`config.mk`:
```
export PLATFORM = sky130hd
export DESIGN_NAME = add_pipe
export DESIGN_NICKNAME = d
export VERILOG_FILES = /design/src/rtl/add_pipe_pkg.sv /design/src/rtl/add_slice.sv /design/src/rtl/add_pipe.sv
export SDC_FILE = /design/constraint.sdc
export NUM_CORES = 1
export LEC_CHECK = 0
export ABC_AREA = 1
export CORE_ASPECT_RATIO = 0.8
export CORE_MARGIN = 2
export CORE_UTILIZATION = 59
export DETAILED_ROUTE_END_ITERATION = 10
export HOLD_SLACK_MARGIN = 0.03
export PLACE_DENSITY = 0.85
export SLEW_MARGIN = 0
export SYNTH_ARGS = -nofsm -noshare
export SYNTH_HDL_FRONTEND = slang
export SYNTH_HIERARCHICAL = 1
export SYNTH_SLANG_ARGS = --single-unit
```
`constraint.sdc`:
```
create_clock -name clk -period 5.54 [get_ports clk]
set_input_delay 1.108 -clock clk [delete_from_list [all_inputs] [get_ports clk]]
set_output_delay 1.108 -clock clk [all_outputs]
set_load 0.005 [all_outputs]
```
`src/rtl/add_pipe_pkg.sv`:
```
// Shared defaults, ADD/SUB mode encoding and saturation limit helper for add_pipe.
package add_pipe_pkg;

    localparam int DEF_WIDTH  = 32;
    localparam int DEF_STAGES = 4;
    localparam int MAX_WIDTH  = 64;

    typedef enum logic {
        MODE_ADD = 1'b0,
        MODE_SUB = 1'b1
    } mode_e;

    // Saturation bound for a width-bit signed result: 0x80..0 when neg, else 0x7F..F.
    function automatic logic [MAX_WIDTH-1:0] sat_limit(input int width, input logic neg);
        logic [MAX_WIDTH-1:0] msb;
        msb = MAX_WIDTH'(1) << (width - 1);
        return neg ? msb : msb - MAX_WIDTH'(1);
    endfunction

endpackage

```
`src/rtl/add_slice.sv`:
```
// One SW-bit adder slice: sum, carry out and the signed-overflow term of its MSB.
module add_slice
    import add_pipe_pkg::*;
#(
    parameter int SW = 8
) (
    input  logic [SW-1:0] a,
    input  logic [SW-1:0] b,
    input  logic          cin,
    output logic [SW-1:0] sum,
    output logic          cout,
    output logic          ovf
);

    assign {cout, sum} = {1'b0, a} + {1'b0, b} + {{SW{1'b0}}, cin};
    assign ovf = (a[SW-1] == b[SW-1]) & (sum[SW-1] != a[SW-1]);

endmodule

```
`src/rtl/add_pipe.sv`:
```
// Carry-pipelined adder/subtractor, one WIDTH/STAGES-bit slice per stage, valid/ready handshake.
// Optional clamping of overflowed results is enabled by defining ADD_PIPE_SAT_EN.
module add_pipe
    import add_pipe_pkg::*;
#(
    parameter int WIDTH  = DEF_WIDTH,
    parameter int STAGES = DEF_STAGES
) (
    input  logic             clk,
    input  logic             rst_n,
    input  logic             in_valid,
    output logic             in_ready,
    input  logic [WIDTH-1:0] a,
    input  logic [WIDTH-1:0] b,
    input  logic             sub,
    output logic             out_valid,
    input  logic             out_ready,
    output logic [WIDTH-1:0] out,
    output logic             cout,
    output logic             ovf,
    output logic             zero
);

    localparam int SW = WIDTH / STAGES;

    logic adv;

    assign adv      = !out_valid | out_ready;
    assign in_ready = adv;

    for (genvar k = 0; k < STAGES; k++) begin : g_stage
        // Only the not-yet-added slices of b travel with the beat, so its width shrinks per stage.
        localparam int BW = WIDTH - k * SW;

        logic [WIDTH-1:0] m_i;  // result slices below k, operand-a slices from k upward
        logic [BW-1:0]    b_i;
        logic             c_i;
        logic             v_i;
        logic [WIDTH-1:0] m_o;
        logic [SW-1:0]    sum;
        logic             co;

        if (k == 0) begin : g_in
            assign m_i = a;
            assign b_i = (mode_e'(sub) == MODE_SUB) ? ~b : b;
            assign c_i = (mode_e'(sub) == MODE_SUB);
            assign v_i = in_valid;
        end else begin : g_in
            // stage k-1 -> stage k boundary
            always_ff @(posedge clk or negedge rst_n) begin
                if (!rst_n) begin
                    v_i <= 1'b0;
                end else if (adv) begin
                    v_i <= g_stage[k-1].v_i;
                end
            end

            always_ff @(posedge clk) begin
                if (adv) begin
                    m_i <= g_stage[k-1].m_o;
                    b_i <= g_stage[k-1].b_i[BW+SW-1:SW];
                    c_i <= g_stage[k-1].co;
                end
            end
        end

        always_comb begin
            m_o = m_i;
            m_o[k*SW +: SW] = sum;
        end

        if (k == STAGES - 1) begin : g_last
            logic             ov;
            logic [WIDTH-1:0] res;

            add_slice #(.SW(SW)) u_slice (
                .a    (m_i[k*SW +: SW]),
                .b    (b_i[SW-1:0]),
                .cin  (c_i),
                .sum  (sum),
                .cout (co),
                .ovf  (ov)
            );

`ifdef ADD_PIPE_SAT_EN
            assign res = ov ? WIDTH'(sat_limit(WIDTH, m_i[WIDTH-1])) : m_o;
`else
            assign res = m_o;
`endif

            // last stage -> output register boundary
            always_ff @(posedge clk or negedge rst_n) begin
                if (!rst_n) begin
                    out_valid <= 1'b0;
                    out       <= '0;
                    cout      <= 1'b0;
                    ovf       <= 1'b0;
                    zero      <= 1'b0;
                end else if (adv) begin
                    out_valid <= v_i;
                    out       <= res;
                    cout      <= co;
                    ovf       <= ov;
                    zero      <= (res == '0);
                end
            end
        end else begin : g_mid
            logic ov_unused;

            add_slice #(.SW(SW)) u_slice (
                .a    (m_i[k*SW +: SW]),
                .b    (b_i[SW-1:0]),
                .cin  (c_i),
                .sum  (sum),
                .cout (co),
                .ovf  (ov_unused)
            );
        end
    end

endmodule

```
==> impl_metrics.env <==
export IMPL_cp_max_fo=54
export IMPL_p_comb_share_pct=30.9
export IMPL_rows=37
export IMPL_rsz0062_at_grt="false"
export IMPL_rr_startpoint="g_stage[3].m_i[24]"
export IMPL_first_global_vias=4560
export IMPL_place_gp_congestion=0.807
export IMPL_vias_per_cell=5.18
export IMPL_syn_area_mm2=0.00779
export IMPL_clk_latency_ps=420
export IMPL_first_pass_iters=5
export IMPL_final_hold_viol_count=0
export IMPL_grt_max_degree=86
export IMPL_dieWidth_um=133
export IMPL_syn_nets=689
export IMPL_hold_start="g_stage[2].m_i[10]"
export IMPL_syn_to_final_growth_pct=22.4
export IMPL_syn_area_per_cell_um2=13.3
export IMPL_finalClockSkew_ps=5.27
export IMPL_period_share_pct=66.2
export IMPL_finalCriticalPeriod_ps=3670
export IMPL_r2r_setup_slack_ps=3040
export IMPL_port_buffers=105
export IMPL_r2r_end="zero"
export IMPL_htreeDepth=4
export IMPL_clock_sinks=186
export IMPL_final_fill_count=790
export IMPL_crit_top_cell="clkdlybuf4s50_1"
export IMPL_ios=106
export IMPL_clkTransAtPathRegs_ps=60
export IMPL_drc=0
export IMPL_max_freq_mhz=273
export IMPL_dp_hpwl_um=9340
export IMPL_fin_tns_setup_ps=0
export IMPL_dpl_cell_area_mm2=0.00899
export IMPL_antenna_cells=0
export IMPL_start_util_pct=60.6
export IMPL_hold_path_class="reg -> reg"
export IMPL_intPower_mw=3.52
export IMPL_timing_worst_setup_path_type="in -> out"
export IMPL_critPathMaxStageDelay_ps=580
export IMPL_drt_iter0_markers=349
export IMPL_cp_top_family="buffers and inverters"
export IMPL_ant_nets=0
export IMPL_via_count=4599
export IMPL_finalNetCount=804
export IMPL_peakVddDrop_v=0.000332
export IMPL_wl_per_cell_um=15.2
export IMPL_final_area_mm2=0.00954
export IMPL_setup_violations=0
export IMPL_outcome="completed"
export IMPL_grt_pass1_wl_um=21600
export IMPL_crit_arrival_ps=2560
export IMPL_reg2reg_depth=12
export IMPL_die_height_um=107
export IMPL_hold_path_endpoint="g_stage[3].m_i[10]"
export IMPL_cts_buffers=17
export IMPL_hold_depth=0
export IMPL_switchingPower_mw=1.60
export IMPL_grt_usage_pct=20.2
export IMPL_synth_cells=584
export IMPL_critPathBufInv=3
export IMPL_hold_buffers=0
export IMPL_path_cells="clkdlybuf4s50_1 > inv_1 > nand2_8 > clkdlybuf4s50_1"
export IMPL_coreArea_mm2=0.0129
export IMPL_yosysWarnings=6
export IMPL_end_kind="output pin"
export IMPL_post_route_util_pct=74.2
export IMPL_power_frac_clock_pct=21.8
export IMPL_finalWirelength_um=13500
export IMPL_crit_required_ps=4430
export IMPL_power_per_cell_area_mw_per_mm2=536
export IMPL_cts_resized=0
export IMPL_start_kind="primary input"
export IMPL_final_max_slew_viol_count=0
export IMPL_leakagePower_nw=3.99
export IMPL_cts_tree="yes"
export IMPL_slew_headroom_pct=34.1
export IMPL_cpMaxStageDelayCell="clkdlybuf4s50_1"
export IMPL_post_cts_buffers=0
export IMPL_power_frac_seq_pct=47.3
export IMPL_clockRootBuffer="clkbuf_16"
export IMPL_clockBufferDepth=2
export IMPL_drive_above_1_share_pct=8.85
export IMPL_p_sw_share_pct=31.2
export IMPL_die_area_mm2=0.0142
export IMPL_overflow=0
export IMPL_antenna_found_initial=0
export IMPL_drv_cap=0
export IMPL_worst_pin_slew_ps=989
power by group through the flow:
stage | Clock [mW] | Combinational [mW] | Sequential [mW]
2_1_floorplan | 0 | 0.976 | 2.39
3_3_place_gp | 0 | 1.47 | 2.41
3_5_place_dp | 0 | 1.55 | 2.45
4_1_cts | 1.14 | 1.58 | 2.42
5_1_grt | 1.20 | 1.75 | 2.48
6_report | 1.12 | 1.58 | 2.42
per-layer routing:
metal | GRT usage [%] | up-vias | part of all wire, %
met4 | 9.14 | 0 | 2.2
met1 | 25.3 | 2199 | 42
met2 | 33.0 | 170 | 50
met5 | 0 | - | 0
met3 | 5.77 | 24 | 6.2
li1 | - | 2206 | -
worst reg2reg max path: stages, from the launching register on:
cell and delay (ps):
edfxtp_1 400, fa_1 510, fa_1 440, nand3_1 100
nand2_1 90, nand2_1 90, nand2_1 70, xor2_1 170
nor2_1 120, nand2_1 90, nor2_1 100, nand3_1 110
o21bai_1 140
per-stage QoR:
step,hold slack [ps],cells,power [mW],worst slack (ps)
2_1_floorplan,400,584,3.36,1320
3_3_place_gp,404,855,3.88,1880
3_5_place_dp,405,855,4.00,1880
4_1_cts,419,887,5.15,1880
5_1_grt,424,887,5.42,1810
6_report,416,887,5.12,1870
worst max-delay path by stage:
stage / from / to / cells past startpoint
3_3_place_gp: out_ready / in_ready / 4
2_1_floorplan: out_ready / in_ready / 3
6_report: out_ready / in_ready / 4
5_1_grt: out_ready / in_ready / 4
3_5_place_dp: out_ready / in_ready / 4
4_1_cts: out_ready / in_ready / 4
flip-flops by register name, indices dropped and copies added (netlist names):
signal / count
g_stage.m_i: 96
g_stage.b_i: 48
out: 32
g_stage.c_i: 3
g_stage.v_i: 3
cout: 1
out_valid: 1
ovf: 1
zero: 1
cell type report:
cell class | instances | area [um2] | area share, %
flip-flops and latches | 186 | 5390 | 56.5
clock buffers | 26 | 522 | 5.47
repair buffers | 107 | 1060 | 11.1
inverters | 38 | 145 | 1.52
multi-input cells | 349 | 2180 | 22.8
well taps | 175 | 219 | 2.29
clock inverters | 6 | 33.8 | 0.354
cell usage in the layout (no fill, tap or decap), drive strengths merged:
| cell type | count |
|---|---|
| a21o | 4 |
| a21oi | 17 |
| buf | 4 |
| clkbuf | 26 |
| clkdlybuf4s50 | 103 |
| clkinv | 4 |
| clkinvlp | 1 |
| dfrtp | 39 |
| edfxtp | 147 |
| fa | 8 |
| ha | 28 |
| inv | 39 |
| nand2 | 171 |
| nand3 | 23 |
| nand3b | 3 |
| nand4 | 7 |
| nor2 | 26 |
| o21a | 1 |
| o21ai | 7 |
| o21bai | 1 |
| or2 | 3 |
| xnor2 | 3 |
| xor2 | 47 |
Note: power is estimated with default switching activity, not from simulation.
